<file path="config.mk">
export PLATFORM = sky130hd
export DESIGN_NAME = spi_tx
export DESIGN_NICKNAME = d
export VERILOG_FILES = /design/src/rtl/spi_tx_pkg.sv /design/src/rtl/spi_tx.sv
export SDC_FILE = /design/constraint.sdc
export NUM_CORES = 1
export LEC_CHECK = 0
export BUFFER_PORTS_ARGS = -buffer_cell sky130_fd_sc_hd__clkbuf_2
export CORE_UTILIZATION = 50
export DETAILED_ROUTE_END_ITERATION = 8
export PLACE_DENSITY = 0.72
export SYNTH_ARGS = -nofsm -noshare
export SYNTH_HDL_FRONTEND = slang
export SYNTH_SLANG_ARGS = --single-unit
</file>
<file path="constraint.sdc">
create_clock -name clk_in -period 2.16 [get_ports clk_in]
set_input_delay 0.432 -clock clk_in [delete_from_list [all_inputs] [get_ports clk_in]]
set_output_delay 0.432 -clock clk_in [all_outputs]
set_load 0.03 [all_outputs]
</file>
<file path="src/rtl/spi_tx_pkg.sv">
// Shared link types and constants for the board-to-board SPI link.
// Both spi_tx and spi_rx import these so frame timing always agrees.
package spi_tx_pkg;

  localparam int LINK_DATA_WIDTH = 8;
  localparam int LINK_CLK_PERIOD = 4;
  localparam int LINK_GAP_CYCLES = 2;

  typedef logic [LINK_DATA_WIDTH-1:0] data_t;

  typedef enum logic [1:0] {
    ST_IDLE,
    ST_SHIFT,
    ST_HOLD,
    ST_GAP
  } spi_tx_state_t;

  function automatic int half_period(input int period);
    return period / 2;
  endfunction

endpackage

</file>
<file path="src/rtl/spi_tx.sv">
// SPI mode-0 style transmitter: latches one word on trigger and
// shifts it MSB-first with data clock and active-low select.
module spi_tx
  import spi_tx_pkg::*;
#(
  parameter int DATA_WIDTH      = $bits(data_t),
  parameter int DATA_CLK_PERIOD = LINK_CLK_PERIOD,
  parameter int GAP_CYCLES      = LINK_GAP_CYCLES
) (
  input  logic                  clk_in,
  input  logic                  rst_in,
  input  logic [DATA_WIDTH-1:0] data_in,
  input  logic                  trigger_in,
  output logic                  busy_out,
  output logic                  done_out,
  output logic                  data_out,
  output logic                  data_clk_out,
  output logic                  sel_out
);

  localparam int H  = half_period(DATA_CLK_PERIOD);
  localparam int HW = $clog2(H + 1);
  localparam int BW = $clog2(DATA_WIDTH + 1);
  localparam int GW =
    (GAP_CYCLES > 0) ? $clog2(GAP_CYCLES + 1) : 1;
  localparam int GL =
    (GAP_CYCLES > 0) ? GAP_CYCLES - 1 : 0;
  localparam bit HAS_GAP = (GAP_CYCLES > 0);

  localparam logic [HW-1:0] H_LAST = HW'(H - 1);
  localparam logic [BW-1:0] B_LAST = BW'(DATA_WIDTH - 1);
  localparam logic [GW-1:0] G_LAST = GW'(GL);

  spi_tx_state_t state;
  spi_tx_state_t state_d;

  logic [HW-1:0]         hcnt;
  logic [HW-1:0]         hcnt_d;
  logic [BW-1:0]         bcnt;
  logic [BW-1:0]         bcnt_d;
  logic [GW-1:0]         gcnt;
  logic [GW-1:0]         gcnt_d;
  logic [DATA_WIDTH-1:0] shreg;
  logic [DATA_WIDTH-1:0] shreg_d;
  logic [DATA_WIDTH-1:0] shifted;

  logic sel_d;
  logic dclk_d;
  logic dout_d;
  logic busy_d;
  logic done_d;

  logic half_end;
  logic bit_end;
  logic gap_end;

  assign half_end = (hcnt == H_LAST);
  assign bit_end  = (bcnt == B_LAST);
  assign gap_end  = (gcnt == G_LAST);
  assign shifted  = shreg << 1;

  // State register; reset aborts any frame in flight.
  always_ff @(posedge clk_in or negedge rst_in) begin
    if (!rst_in) begin
      state <= ST_IDLE;
    end else begin
      state <= state_d;
    end
  end

  // Next-state: the data clock phase marks the end of each bit.
  always_comb begin
    state_d = state;
    unique case (state)
      ST_IDLE: begin
        if (trigger_in) begin
          state_d = ST_SHIFT;
        end
      end
      ST_SHIFT: begin
        if (half_end && data_clk_out && bit_end) begin
          state_d = ST_HOLD;
        end
      end
      ST_HOLD: begin
        if (half_end) begin
          state_d = HAS_GAP ? ST_GAP : ST_IDLE;
        end
      end
      ST_GAP: begin
        if (gap_end) begin
          state_d = ST_IDLE;
        end
      end
      default: state_d = ST_IDLE;
    endcase
  end

  // Output/datapath next values; registered below so pins are glitch-free.
  always_comb begin
    hcnt_d  = hcnt;
    bcnt_d  = bcnt;
    gcnt_d  = gcnt;
    shreg_d = shreg;
    sel_d   = sel_out;
    dclk_d  = data_clk_out;
    dout_d  = data_out;
    busy_d  = busy_out;
    done_d  = 1'b0;
    unique case (state)
      ST_IDLE: begin
        if (trigger_in) begin
          shreg_d = data_in;
          hcnt_d  = '0;
          bcnt_d  = '0;
          gcnt_d  = '0;
          sel_d   = 1'b0;
          dclk_d  = 1'b0;
          dout_d  = data_in[DATA_WIDTH-1];
          busy_d  = 1'b1;
        end
      end
      ST_SHIFT: begin
        if (!half_end) begin
          hcnt_d = hcnt + 1'b1;
        end else begin
          hcnt_d = '0;
          if (!data_clk_out) begin
            dclk_d = 1'b1;
          end else begin
            dclk_d = 1'b0;
            if (!bit_end) begin
              bcnt_d  = bcnt + 1'b1;
              shreg_d = shifted;
              dout_d  = shifted[DATA_WIDTH-1];
            end
          end
        end
      end
      ST_HOLD: begin
        if (!half_end) begin
          hcnt_d = hcnt + 1'b1;
        end else begin
          hcnt_d  = '0;
          bcnt_d  = '0;
          gcnt_d  = '0;
          shreg_d = '0;
          sel_d   = 1'b1;
          dout_d  = 1'b0;
          done_d  = 1'b1;
          busy_d  = HAS_GAP;
        end
      end
      ST_GAP: begin
        if (gap_end) begin
          gcnt_d = '0;
          busy_d = 1'b0;
        end else begin
          gcnt_d = gcnt + 1'b1;
        end
      end
      default: begin
        sel_d  = 1'b1;
        dclk_d = 1'b0;
        dout_d = 1'b0;
        busy_d = 1'b0;
      end
    endcase
  end

  // Datapath and output registers.
  always_ff @(posedge clk_in or negedge rst_in) begin
    if (!rst_in) begin
      hcnt         <= '0;
      bcnt         <= '0;
      gcnt         <= '0;
      shreg        <= '0;
      sel_out      <= 1'b1;
      data_clk_out <= 1'b0;
      data_out     <= 1'b0;
      busy_out     <= 1'b0;
      done_out     <= 1'b0;
    end else begin
      hcnt         <= hcnt_d;
      bcnt         <= bcnt_d;
      gcnt         <= gcnt_d;
      shreg        <= shreg_d;
      sel_out      <= sel_d;
      data_clk_out <= dclk_d;
      data_out     <= dout_d;
      busy_out     <= busy_d;
      done_out     <= done_d;
    end
  end

endmodule

</file>
==> results by stage, run 1 <==
Layout:
- The end-of-flow core utilization is 59.8%.
- The net total in the final layout is 155.
- The area growth from synthesis to final layout is 9.90%.
- After routing the design area is 1350 µm².
- In the final layout, the share of cells above drive strength 1 is 27.0%.
- 0 antenna diodes ended up in the layout.

Clocking:
- The CTS tree is built.
- For the worst-skew pair, the clock arrives at the later sink with an insertion delay of 0.31 ns.
- The H-tree depth is 1.
- The clock edge transition at the registers on the reported setup and hold paths is 0.12 ns.
- The clock passes through at most 2 buffers.
- The number of gates resized after CTS was 0.
- Buffers inserted to repair hold after CTS numbered 0.
- The root cell of the clock tree is clkbuf_4.
- The number of clock buffers inserted by TritonCTS is 3.
- The number of clock sinks is 22.
- The number of setup buffers added after CTS is 0.

Global routing:
- The total routing usage reported by global routing is 18.4%.
- Entering global routing, the biggest net connects 23 pins.
- The initial antenna violation count is 0.
- The total grt overflow is 0.
- The number of global-route vias before repair is 810.
- The first-pass GRT wire length is 3530 µm.

Floorplan:
- The die covers 2650 µm².
- In this run the standard cell core region covers 2250 µm².
- The number of top-level design ports is 16.
- The number of placement rows is 17.
- The starting density of the core is 54.4%.
- The die boundary height is 51.5 µm.
- The floorplan die width is 51.5 µm.

Placement:
- The global placer's final weighted congestion is 0.807.
- The post-place setup slack is 0.247 ns.
- The placed instances occupy a cell area of 1320 µm².
- The post-detailed-placement half-perimeter wirelength is 1560 µm.
- The total of buffers placed on input and output ports is 15.

STA:
- Clock skew on the completed layout was measured at 0.00288 ns.
- For the pin with the worst max-slew slack, the measured transition is 0.630 ns.
- In the finished design, the share of the clock period the worst path needs comes to 89.4%.
- Setup slack on the critical path of the routed design comes to 0.228 ns.
- In the final timing run, aggregate negative setup slack is 0 ns.
- The final hold violation count was 0.
- Setup violations remaining at the end of the flow were counted as 0.
- The final period demand of the worst path is 1.93 ns.
- The final number of max-transition violations is 0.
- The maximum clock frequency is 518 MHz.
- Setup repair after global routing left no endpoint under its margin.
- The normalized max-slew margin is 57.9%.

Synthesis:
- The number of unique standard cell types used by synthesis is 33.
- The number of nets in the synthesized netlist is 137.
- The sequential cell area fraction in the yosys report is 45.0%.
- The synthesized design contains 22 register bits.
- The cell count after synthesis came out at 120.
- After synthesis the cells add up to 1230 µm².
- The warning count from the yosys run is 0.
- After synthesis, the mean cell area works out to 10.2 µm².

Routing:
- The first detailed-routing pass took 4 iterations.
- For this block, the initial DRC count from the detailed router was 12.
- For this run, design rule violations remaining after detail routing come to 0.
- The number of nets with antenna violations after detailed routing is 0.
- Summing over every cut layer, the via total after detailed routing is 872.
- The final routed wire length divided by cell count is 12.5 µm.
- The detailed-route vias per instance is 5.28.
- For this block, the routed nets add up to 2060 µm of wire.

Worst setup path:
- STA classifies the critical path endpoint as a flip-flop.
- The critical path arrival is 2.14 ns.
- STA classifies the critical path startpoint as a flip-flop.
- The required time of the critical path is 2.37 ns.
- The setup path with the least slack is of type flip-flop to flip-flop.
- Along the worst path, the maximum fanout reaches 10.
- The slack of the worst reg-to-reg path is 0.23 ns.

Power and ir drop:
- IR analysis of the VDD net gives a maximum drop of 0.349 mV.
- The leakage power is 0.000685 µW.
- In this run the power density over the cells is 464 nW/µm².

Worst hold path:
- The type of the most critical hold path is input port to asynchronous set/reset pin.

Flow run:
- Max-cap violations in this run came to 0.

Outcome:
- The flow ran to the end, and the final reports show no timing, DRC or antenna violations.
critical path: stages (launching register included):
cell and delay, ns:
dfrtp_1 0.40, inv_1 0.10, ha_1 0.24, nor2b_4 0.17, a211oi_4 0.30, o311ai_4 0.27, mux2_4 0.35
cells in the mapped netlist:
master / instances / area (µm²)
a211oi_1: 1 / 7.51
a211oi_4: 1 / 20.0
a21boi_0: 2 / 15.0
a21oi_1: 3 / 15.0
a221o_1: 1 / 10.0
a22o_1: 1 / 8.76
a31oi_1: 1 / 6.26
and2_1: 1 / 6.26
and2_2: 1 / 7.51
and2b_1: 1 / 7.51
buf_6: 2 / 22.5
clkbuf_1: 2 / 7.51
dfrtp_1: 21 / 526
dfstp_2: 1 / 26.3
ha_1: 6 / 75.1
inv_1: 16 / 60.1
inv_2: 1 / 3.75
mux2_2: 9 / 101
mux2_4: 1 / 15.0
mux2i_1: 3 / 30.0
nand2_1: 11 / 41.3
nand2b_1: 1 / 6.26
nand2b_4: 1 / 13.8
nand3_1: 5 / 25.0
nand3b_1: 1 / 7.51
nor2_1: 6 / 22.5
nor2b_4: 1 / 13.8
nor3_1: 1 / 5.00
nor4_1: 1 / 6.26
o211ai_1: 1 / 7.51
o21ai_0: 13 / 65.1
o311ai_4: 1 / 26.3
o31ai_1: 2 / 15.0
layer usage:
layer | vias to the layer above | track usage, % | part of all wire, %
met4 | 0 | 10.4 | 1.9
met5 | - | 0 | 0
met1 | 424 | 25.6 | 50
met3 | 4 | 3.51 | 2.1
li1 | 436 | - | -
met2 | 8 | 26.6 | 46
cell type report:
| type | instances | area, µm² |
|---|---|---|
| well taps | 28 | 35.0 |
| repair buffers | 17 | 90.1 |
| clock buffers | 4 | 26.3 |
| multi-input cells | 77 | 581 |
| flip-flops and latches | 22 | 552 |
| fillers | 211 | 907 |
| inverters | 17 | 63.8 |
state kept, by name, indices dropped and copies added, names as in the netlist:
name	flops
busy_out	1
data_clk_out	1
bcnt	4
data_out	1
state	2
done_out	1
sel_out	1
hcnt	2
shreg	7
gcnt	2
where the power goes:
part           leakage, µW  total (µW)  switching, µW  internal, µW
Clock            0.0000150         195            123          72.1
Combinational     0.000392        18.8           11.6          7.21
Sequential        0.000278         412              0           412
placed cells by master, fill, tap and decap left out, types with 2 or more instances in the layout:
cell	instances
ha_1	6
clkbuf_2	15
a21oi_1	3
mux2_2	9
o31ai_1	2
inv_1	16
mux2i_1	3
nor2_1	6
clkbuf_4	3
buf_4	2
dfrtp_1	21
a21boi_0	2
o21ai_0	13
nand2_1	11
nand3_1	5
kinds of logic after synthesis:
| family | Yosys count | synth area share [%] |
|---|---|---|
| multiplexers | 13 | 11.9 |
| AO/OA/AOI/OAI | 27 | 16.0 |
| buffers and inverters | 21 | 7.65 |
| adder cells (fa/ha/maj) | 6 | 6.12 |
| AND/OR/NAND/NOR | 31 | 13.3 |
| flip-flops | 22 | 45.0 |
metrics by stage:
step                      instances  hold slack, ns  total power, µW
after floorplan                 120           0.136              422
after global routing            165           0.108              650
after global placement          161           0.435              439
after CTS                       165          0.0928              634
final                           165          0.0840              626
after detailed placement        161           0.437              439
worst paths after layout:
| check | startpoint | end | cells past startpoint |
|---|---|---|---|
| min in group clk_in | trigger_in | sel_out | 2 |
| hold / removal | rst_in | bcnt[3] | 1 |
| hold reg to reg | busy_out | busy_out | 1 |
| setup reg to reg | state[0] | bcnt[0] | 6 |
| setup / recovery | state[0] | bcnt[0] | 6 |
| max in group asynchronous | rst_in | sel_out | 1 |
No activity file was read; power rests on OpenSTA's default activity.
==> run 2: changes to the inputs <==
--- a/config.mk
+++ b/config.mk
@@ -5,10 +5,12 @@
 export SDC_FILE = /design/constraint.sdc
 export NUM_CORES = 1
 export LEC_CHECK = 0
+export ABC_AREA = 1
 export BUFFER_PORTS_ARGS = -buffer_cell sky130_fd_sc_hd__clkbuf_2
 export CORE_UTILIZATION = 50
 export DETAILED_ROUTE_END_ITERATION = 8
-export PLACE_DENSITY = 0.72
+export HOLD_SLACK_MARGIN = 0.1
+export PLACE_DENSITY = 0.71
 export SYNTH_ARGS = -nofsm -noshare
 export SYNTH_HDL_FRONTEND = slang
 export SYNTH_SLANG_ARGS = --single-unit
==> results by stage, run 2 <==
Worst setup path:
- The category of the most critical setup path is flip-flop to flip-flop (unchanged).
- The delay of the slowest cell on the worst path is 0.43 ns (was 0.40 ns).
- The critical path launch point is state[1] (was state[0]).
- The combined buffer and inverter count along the critical path is 1 (unchanged).
- The startpoint of the lowest-slack register-to-register path is state[1] (was state[0]).
- The critical path arrival is 2.13 ns (was 2.14 ns).
- The capturing element type of the critical path is a flip-flop (unchanged).
- The cell that appears most often on the critical path is nand2_4.
- The cell with the largest stage delay on the worst path is ha_1 (was dfrtp_1).
- The family of cells with the greatest summed delay on the critical path is simple AND/OR/NAND/NOR gates (was compound AO/OA/AOI/OAI gates).
- The slack of the worst reg-to-reg path is 0.25 ns (was 0.23 ns).
- The capture point of the worst reg-to-reg path is bcnt[2] (was bcnt[0]).
- The required time of the critical path was 2.38 ns (was 2.37 ns).
- The endpoint of the worst setup timing path is bcnt[2] (was bcnt[0]).
- The startpoint class of the critical path was a flip-flop (unchanged).
- The depth of the most critical reg-to-reg path is 8 (was 6).
- The highest fanout seen on the critical path is 16 (was 10).
- Cell breakdown of the critical path: inv_1 > ha_1 > nand2_4 > nand2_4 > a21oi_4 > nand2_4 > nand2_1 > nand2_1 (was inv_1 > ha_1 > nor2b_4 > a211oi_4 > o311ai_4 > mux2_4).
- The critical path depth in cells is 8 (was 6).

Synthesis:
- The most frequently used cell type in the post-synthesis netlist is nand2_1 (was dfrtp_1).
- The prevailing post-synth register cell is dfrtp_1 (unchanged).
- The number of unique standard cell types used by synthesis is 19 (was 33).
- The synthesized cell area is 1320 µm² (was 1230 µm²).
- The sequential cell area fraction in the yosys report is 41.8% (was 45.0%).
- The warning count from the yosys run is 0 (unchanged).
- The portion of synthesized cell area occupied by the leading cell type is 39.8% (was 42.9%).
- The average instance area after synthesis is 7.99 µm² (was 10.2 µm²).
- The async set-or-reset flop fraction in the synthesized netlist came to 100% (unchanged).
- The post-synthesis register bit count is 22 (unchanged).
- The largest area contributor in the netlist is dfrtp_1 (unchanged).
- Leading post-synthesis cells by cell area: dfrtp_1, nand2_1, nand3_1 (was dfrtp_1, mux2_2, ha_1).
- The gate count of the mapped netlist is 165 (was 120).
- The number of nets in the synthesized netlist is 182 (was 137).
- Commonest cells post-synth: nand2_1, nand3_1, dfrtp_1 (was dfrtp_1, inv_1, o21ai_0).
- The number of synthesized flops with an enable pin is 0 (unchanged).

Layout:
- The most common cell after layout, fill and taps aside is nand2_1 (was dfrtp_1).
- The net total in the final layout is 196 (was 155).
- Leading registers by flop count: shreg: 7 flops, bcnt: 4 flops (unchanged).
- The fraction of layout instances using a drive strength above 1 is 20.2% (was 27.0%).
- The flip-flop count of the largest register after layout is 7 (unchanged).
- The antenna diode count is 0 (unchanged).
- The area growth from synthesis to final layout is 8.73% (was 9.90%).
- The register bank with the most flops is shreg (unchanged).
- The post-layout instance count excluding filler cells is 208 (was 165).
- Most frequent cells in the layout: nand2_1, nand3_1, dfrtp_1 (was dfrtp_1, inv_1, clkbuf_2).
- The count of fill cells added during filler insertion was 226 (was 211).
- The cell area after layout was 1430 µm² (was 1350 µm²).

Outcome:
- Result of the run: completed (unchanged).

Power and ir drop:
- The worst-case vdd ir drop is 1.20 mV (was 0.349 mV).
- The power density over cell area was 1520 nW/µm² (was 464 nW/µm²).
- The leakage power was 0.000791 µW (was 0.000685 µW).

Routing:
- The number of nets with antenna violations after detailed routing is 0 (unchanged).
- The remaining design rule violation count is 0 (unchanged).
- The iteration count of the initial detailed-routing pass is 4 (unchanged).
- The total length of routed wires is 2370 µm (was 2060 µm).
- The via total after detailed routing is 1018 (was 872).
- The violation count after the first detailed-route iteration is 26 (was 12).
- The final routed wire length divided by cell count was 11.4 µm (was 12.5 µm).
- The detailed-route vias per instance was 4.89 (was 5.28).

Floorplan:
- The number of top-level design ports is 16 (unchanged).
- The floorplan die width is 53.4 µm (was 51.5 µm).
- The starting density of the core is 53.2% (was 54.4%).
- The die boundary height is 53.4 µm (was 51.5 µm).
- The placeable core region came to 2480 µm² (was 2250 µm²).
- The number of placement rows is 18 (was 17).
- The overall die area is 2850 µm² (was 2650 µm²).

Clocking:
- The CTS tree is built (unchanged).
- The maximum root-to-sink buffer count is 2 (unchanged).
- The clock latency on the worst-skew pair was 0.31 ns (about the same).
- The root cell of the clock tree is clkbuf_4 (unchanged).
- The number of clock buffers inserted by TritonCTS was 3 (unchanged).
- The H-tree depth is 1 (unchanged).
- The number of setup buffers added after CTS is 0 (unchanged).
- The number of clock sinks is 22 (unchanged).
- The clock edge transition at the registers on the reported setup and hold paths was 0.14 ns (was 0.12 ns).
- The number of cells upsized or downsized after cts is 0 (unchanged).

STA:
- The share of the clock period used by the worst path after layout was 88.3% (was 89.4%).
- The normalized max-slew margin was 55.0% (was 57.9%).
- The final number of max-transition violations is 0 (unchanged).
- The final critical-path setup slack is 0.253 ns (was 0.228 ns).
- The final period demand of the worst path is 1.91 ns (was 1.93 ns).
- The aggregate negative setup slack is 0 ns (unchanged).
- Unrepaired setup endpoints after global routing: no (unchanged).
- The actual slew at the worst max-slew pin was 0.675 ns (was 0.630 ns).
- The maximum clock frequency is 524 MHz (was 518 MHz).
- The setup-violating endpoint count in the final report is 0 (unchanged).
- The final hold slack is 0.402 ns (was 0.0840 ns).
- The final hold violation count is 0 (unchanged).
- The setup skew after layout is 0.0114 ns (was 0.00288 ns).

Placement:
- The total of buffers placed on input and output ports is 15 (unchanged).
- The post-place setup slack is 0.254 ns (was 0.247 ns).
- The post-detailed-placement half-perimeter wirelength was 1690 µm (was 1560 µm).
- The instance count after placement with tap cells included was 203 (was 161).
- The cell area reported after detailed placement was 1370 µm² (was 1320 µm²).
- The global placer's final weighted congestion is 0.797 (was 0.807).

Worst hold path:
- The startpoint identified for the worst hold timing path is data_in[0].
- The type of the most critical hold path is input port to flip-flop (was input port to asynchronous set/reset pin).

Global routing:
- The initial antenna violation count is 0 (unchanged).
- The total grt overflow is 0 (unchanged).
- The first-pass GRT wire length is 4260 µm (was 3530 µm).
- The total routing usage reported by global routing is 20.6% (was 18.4%).
- The pin count of the biggest net entering global routing is 23 (unchanged).
- The number of global-route vias before repair is 975 (was 810).

Flow run:
- The count of maximum capacitance violations was 0 (unchanged).
-- run 2: cell count changes after synthesis, sizes merged, moves of 3 or more --
cell,before,now
nand3,5,24
nand2,11,53
inv,17,22
mux2i,3,0
nor2,6,13
buf,2,7
mux2,10,0
o21ai,13,10
-- run 2: worst min-delay path by stage --
stage                          end  slack, ns  cells past startpoint
after detailed placement   gcnt[0]       0.45                      1
after global routing      shreg[0]       0.42                      5
after global placement     gcnt[0]       0.44                      1
after CTS                 shreg[0]       0.40                      5
final                     shreg[0]       0.40                      5
after floorplan            bcnt[0]       0.14                      0
-- run 2: metrics by stage --
| step | util [%] | power (µW) |
|---|---|---|
| floorplan | - | 1750 |
| global placement | 55.4 | 1820 |
| detailed placement | 55.4 | 1860 |
| CTS | 57.9 | 2190 |
| global route | 57.9 | 2370 |
| finish | 57.9 | 2180 |
-- run 2: metal layers --
metal / track usage [%] / vias up / share of wire (%)
li1: - / 539 / -
met1: 27.9 / 459 / 50
met3: 2.59 / 4 / 2.3
met4: 7.46 / 0 / 0.80
met2: 33.1 / 16 / 47
met5: 0 / - / 0
-- run 2: timing repair --
action / in CTS / in global routing
hold buffers: 1 / 0
endpoints found under the hold margin: 21 / 0
endpoints found under the setup margin: 0 / 0
-- run 2: tightest hold or removal path, cell delays in order --
cell,delay (ns)
clkbuf_2,0.08
inv_1,0.04
nor2_1,0.03
nand3_1,0.07
nand2_1,0.05
-- run 2: logic make-up (layout without fill, tap and decap cells) --
kind of cell,after synthesis,in the layout,share of synthesized area [%]
buffers and inverters,29,42,10.8
adders and majority gates,6,6,5.69
AOI/OAI and AO/OA,16,16,7.12
DFF,22,22,41.8
and+or+nand+nor,92,92,34.5
-- run 2: power breakdown --
| group | leakage [µW] | internal [µW] | switching, µW |
|---|---|---|---|
| Clock | 0.0000279 | 188 | 136 |
| Combinational | 0.000479 | 383 | 819 |
| Sequential | 0.000284 | 560 | 93.8 |
| Total | 0.000791 | 1130 | 1050 |
-- run 2: area by class of cell --
| class | instances | area, µm² | area share (%) |
|---|---|---|---|
| Clock inverter | 1 | 30.0 | 2.09 |
| Inverter | 22 | 82.6 | 5.76 |
| Sequential cell | 22 | 552 | 38.5 |
| Multi-Input combinational cell | 114 | 624 | 43.5 |
| Tap cell | 30 | 37.5 | 2.62 |
| Clock buffer | 3 | 22.5 | 1.57 |
| Timing Repair Buffer | 16 | 85.1 | 5.93 |
==> run 3: changes to the inputs <==
==> constraint.sdc (replaced) <==
create_clock -name clk_in -period 2.4 [get_ports clk_in]
set_input_delay 0.12 -clock clk_in [delete_from_list [all_inputs] [get_ports clk_in]]
set_output_delay 0.12 -clock clk_in [all_outputs]
set_load 0.03 [all_outputs]
==> results by stage, run 3 (synthesized netlist as in run 2, its figures left out) <==
Clocking:
- The number of clock sinks was 22 (unchanged).
- The CTS tree is built (unchanged).
- The clock latency on the worst-skew pair was 0.31 ns (about the same).
- The maximum root-to-sink buffer count was 2 (unchanged).
- The root cell of the clock tree is clkbuf_4 (unchanged).
- The clock edge transition at the registers on the reported setup and hold paths is 0.14 ns (about the same).
- The number of setup buffers added after CTS is 0 (unchanged).
- The H-tree depth is 1 (unchanged).
- The number of clock buffers inserted by TritonCTS is 3 (unchanged).
- The number of cells upsized or downsized after cts is 0 (unchanged).
- The hold buffer count at CTS is 2 (was 1).

STA:
- The aggregate negative setup slack is 0 ns (unchanged).
- The final period demand of the worst path is 1.91 ns (about the same).
- The setup-violating endpoint count in the final report is 0 (unchanged).
- The final hold violation count is 0 (unchanged).
- The normalized max-slew margin came to 55.0% (unchanged).
- The final number of max-transition violations is 0 (unchanged).
- The share of the clock period used by the worst path after layout is 79.5% (was 88.3%).
- The setup skew after layout is 0.0112 ns (was 0.0114 ns).
- The final hold slack is 0.116 ns (was 0.402 ns).
- The actual slew at the worst max-slew pin is 0.675 ns (unchanged).
- The maximum clock frequency is 524 MHz (about the same).
- Unrepaired setup endpoints after global routing: no (unchanged).

Worst hold path:
- The type of the most critical hold path is input port to flip-flop (unchanged).

Layout:
- The area occupied by registers came to 552 µm² (unchanged).
- The net total in the final layout is 197 (was 196).
- The fraction of layout instances using a drive strength above 1 is 20.1% (was 20.2%).
- The register bank with the most flops is shreg (unchanged).
- Leading registers by flop count: shreg: 7 flops, bcnt: 4 flops (unchanged).
- The most common cell after layout, fill and taps aside is nand2_1 (unchanged).
- The count of fill cells added during filler insertion was 225 (was 226).
- The multi-input logic area was 624 µm² (unchanged).
- The area growth from synthesis to final layout is 9.49% (was 8.73%).
- The antenna diode count came to 0 (unchanged).
- Most frequent cells in the layout: nand2_1, nand3_1, dfrtp_1 (unchanged).
- The flip-flop count of the largest register after layout came to 7 (unchanged).

Worst setup path:
- The delay of the slowest cell on the worst path was 0.43 ns (about the same).
- The endpoint of the worst setup timing path is bcnt[2] (unchanged).
- The critical path arrival is 2.13 ns (about the same).
- The startpoint class of the critical path is a flip-flop (unchanged).
- The cell with the largest stage delay on the worst path is ha_1 (unchanged).
- The critical path launch point is state[1] (unchanged).
- The depth of the most critical reg-to-reg path is 8 (unchanged).
- The combined buffer and inverter count along the critical path is 1 (unchanged).
- The startpoint of the lowest-slack register-to-register path is state[1] (unchanged).
- The capture point of the worst reg-to-reg path is bcnt[2] (unchanged).
- The slack of the worst reg-to-reg path is 0.49 ns (was 0.25 ns).
- The highest fanout seen on the critical path is 16 (unchanged).
- The category of the most critical setup path was flip-flop to flip-flop (unchanged).
- The required time of the critical path is 2.62 ns (was 2.38 ns).
- The family of cells with the greatest summed delay on the critical path is simple AND/OR/NAND/NOR gates (unchanged).
- The critical path depth in cells was 8 (unchanged).
- The most used cell along the critical path was nand2_4 (unchanged).
- Cell breakdown of the critical path: inv_1 > ha_1 > nand2_4 > nand2_4 > a21oi_4 > nand2_4 > nand2_1 > nand2_1 (unchanged).
- The capturing element type of the critical path was a flip-flop (unchanged).

Routing:
- The violation count after the first detailed-route iteration is 26 (unchanged).
- The final routed wire length divided by cell count is 11.4 µm (about the same).
- The detailed-route vias per instance is 4.94 (was 4.89).
- The remaining design rule violation count is 0 (unchanged).
- The iteration count of the initial detailed-routing pass is 4 (unchanged).
- The number of nets with antenna violations after detailed routing is 0 (unchanged).
- The total length of routed wires is 2390 µm (was 2370 µm).
- The via total after detailed routing is 1033 (was 1018).

Outcome:
- Result of the run: completed (unchanged).

Floorplan:
- The floorplan die width is 53.4 µm (unchanged).
- The number of top-level design ports came to 16 (unchanged).
- The starting density of the core is 53.2% (unchanged).
- The placeable core region came to 2480 µm² (unchanged).
- The overall die area came to 2850 µm² (unchanged).
- The die boundary height came to 53.4 µm (unchanged).
- The number of placement rows is 18 (unchanged).

Global routing:
- The first-pass GRT wire length is 4260 µm (unchanged).
- The initial antenna violation count is 0 (unchanged).
- The number of global-route vias before repair came to 975 (unchanged).
- The total grt overflow came to 0 (unchanged).
- The pin count of the biggest net entering global routing is 23 (unchanged).
- The total routing usage reported by global routing is 20.6% (unchanged).

Power and ir drop:
- The leakage power is 0.000796 µW (was 0.000791 µW).
- The worst-case vdd ir drop came to 1.09 mV (was 1.20 mV).
- The sum of internal, switching and leakage power is 1960 µW (was 2180 µW).
- The power density over cell area is 1360 nW/µm² (was 1520 nW/µm²).

Flow run:
- The count of maximum capacitance violations is 0 (unchanged).

Placement:
- The global placer's final weighted congestion is 0.797 (unchanged).
- The post-detailed-placement half-perimeter wirelength is 1690 µm (unchanged).
- The total of buffers placed on input and output ports was 15 (unchanged).
[run 3: area by class of cell]
type | instances | area share [%]
clock buffer | 3 | 1.56
inverter | 22 | 5.72
timing repair buffer | 17 | 6.59
tap | 30 | 2.60
sequential | 22 | 38.2
multi-input combinational | 114 | 43.2
clock inverter | 1 | 2.08
[run 3: how the worst min path moves through the flow]
stage	from	to	slack [ns]	depth (start not counted)
floorplan	rst_in	bcnt[0]	-0.18	0
detailed placement	rst_in	gcnt[0]	0.14	1
CTS	data_in[6]	shreg[6]	0.11	5
global route	data_in[6]	shreg[6]	0.13	5
global placement	rst_in	gcnt[0]	0.13	1
finish	data_in[6]	shreg[6]	0.12	5
[run 3: power breakdown]
part / total (µW) / internal (µW) / switching (µW)
Sequential: 590 / 504 / 85.1
Clock: 291 / 169 / 122
Combinational: 1080 / 346 / 738
[run 3: per-stage QoR]
step           instances  utilization (%)  setup WS (ns)  area [µm²]
5_1_grt              209             58.3          0.354        1440
2_1_floorplan        165                -          0.956        1320
4_1_cts              209             58.3          0.479        1440
6_report             209             58.3          0.493        1440
3_3_place_gp         203             55.4          0.585        1370
3_5_place_dp         203             55.4          0.494        1370
[run 3: worst reg2reg max path: cells and delay by family (launching register included)]
family                     cells  cell delay, ns
AOI/OAI and AO/OA              1            0.33
adders and majority gates      1            0.43
buffers and inverters          1            0.10
DFF                            1            0.41
and+or+nand+nor                5            0.57
[run 3: per-layer routing]
layer  track usage (%)  part of all wire (%)  up-vias
li1                  -                     -      541
met2              33.1                    47       22
met3              2.59                   2.9        4
met5                 0                     0        -
met1              27.9                    49      466
met4              7.46                  0.80        0
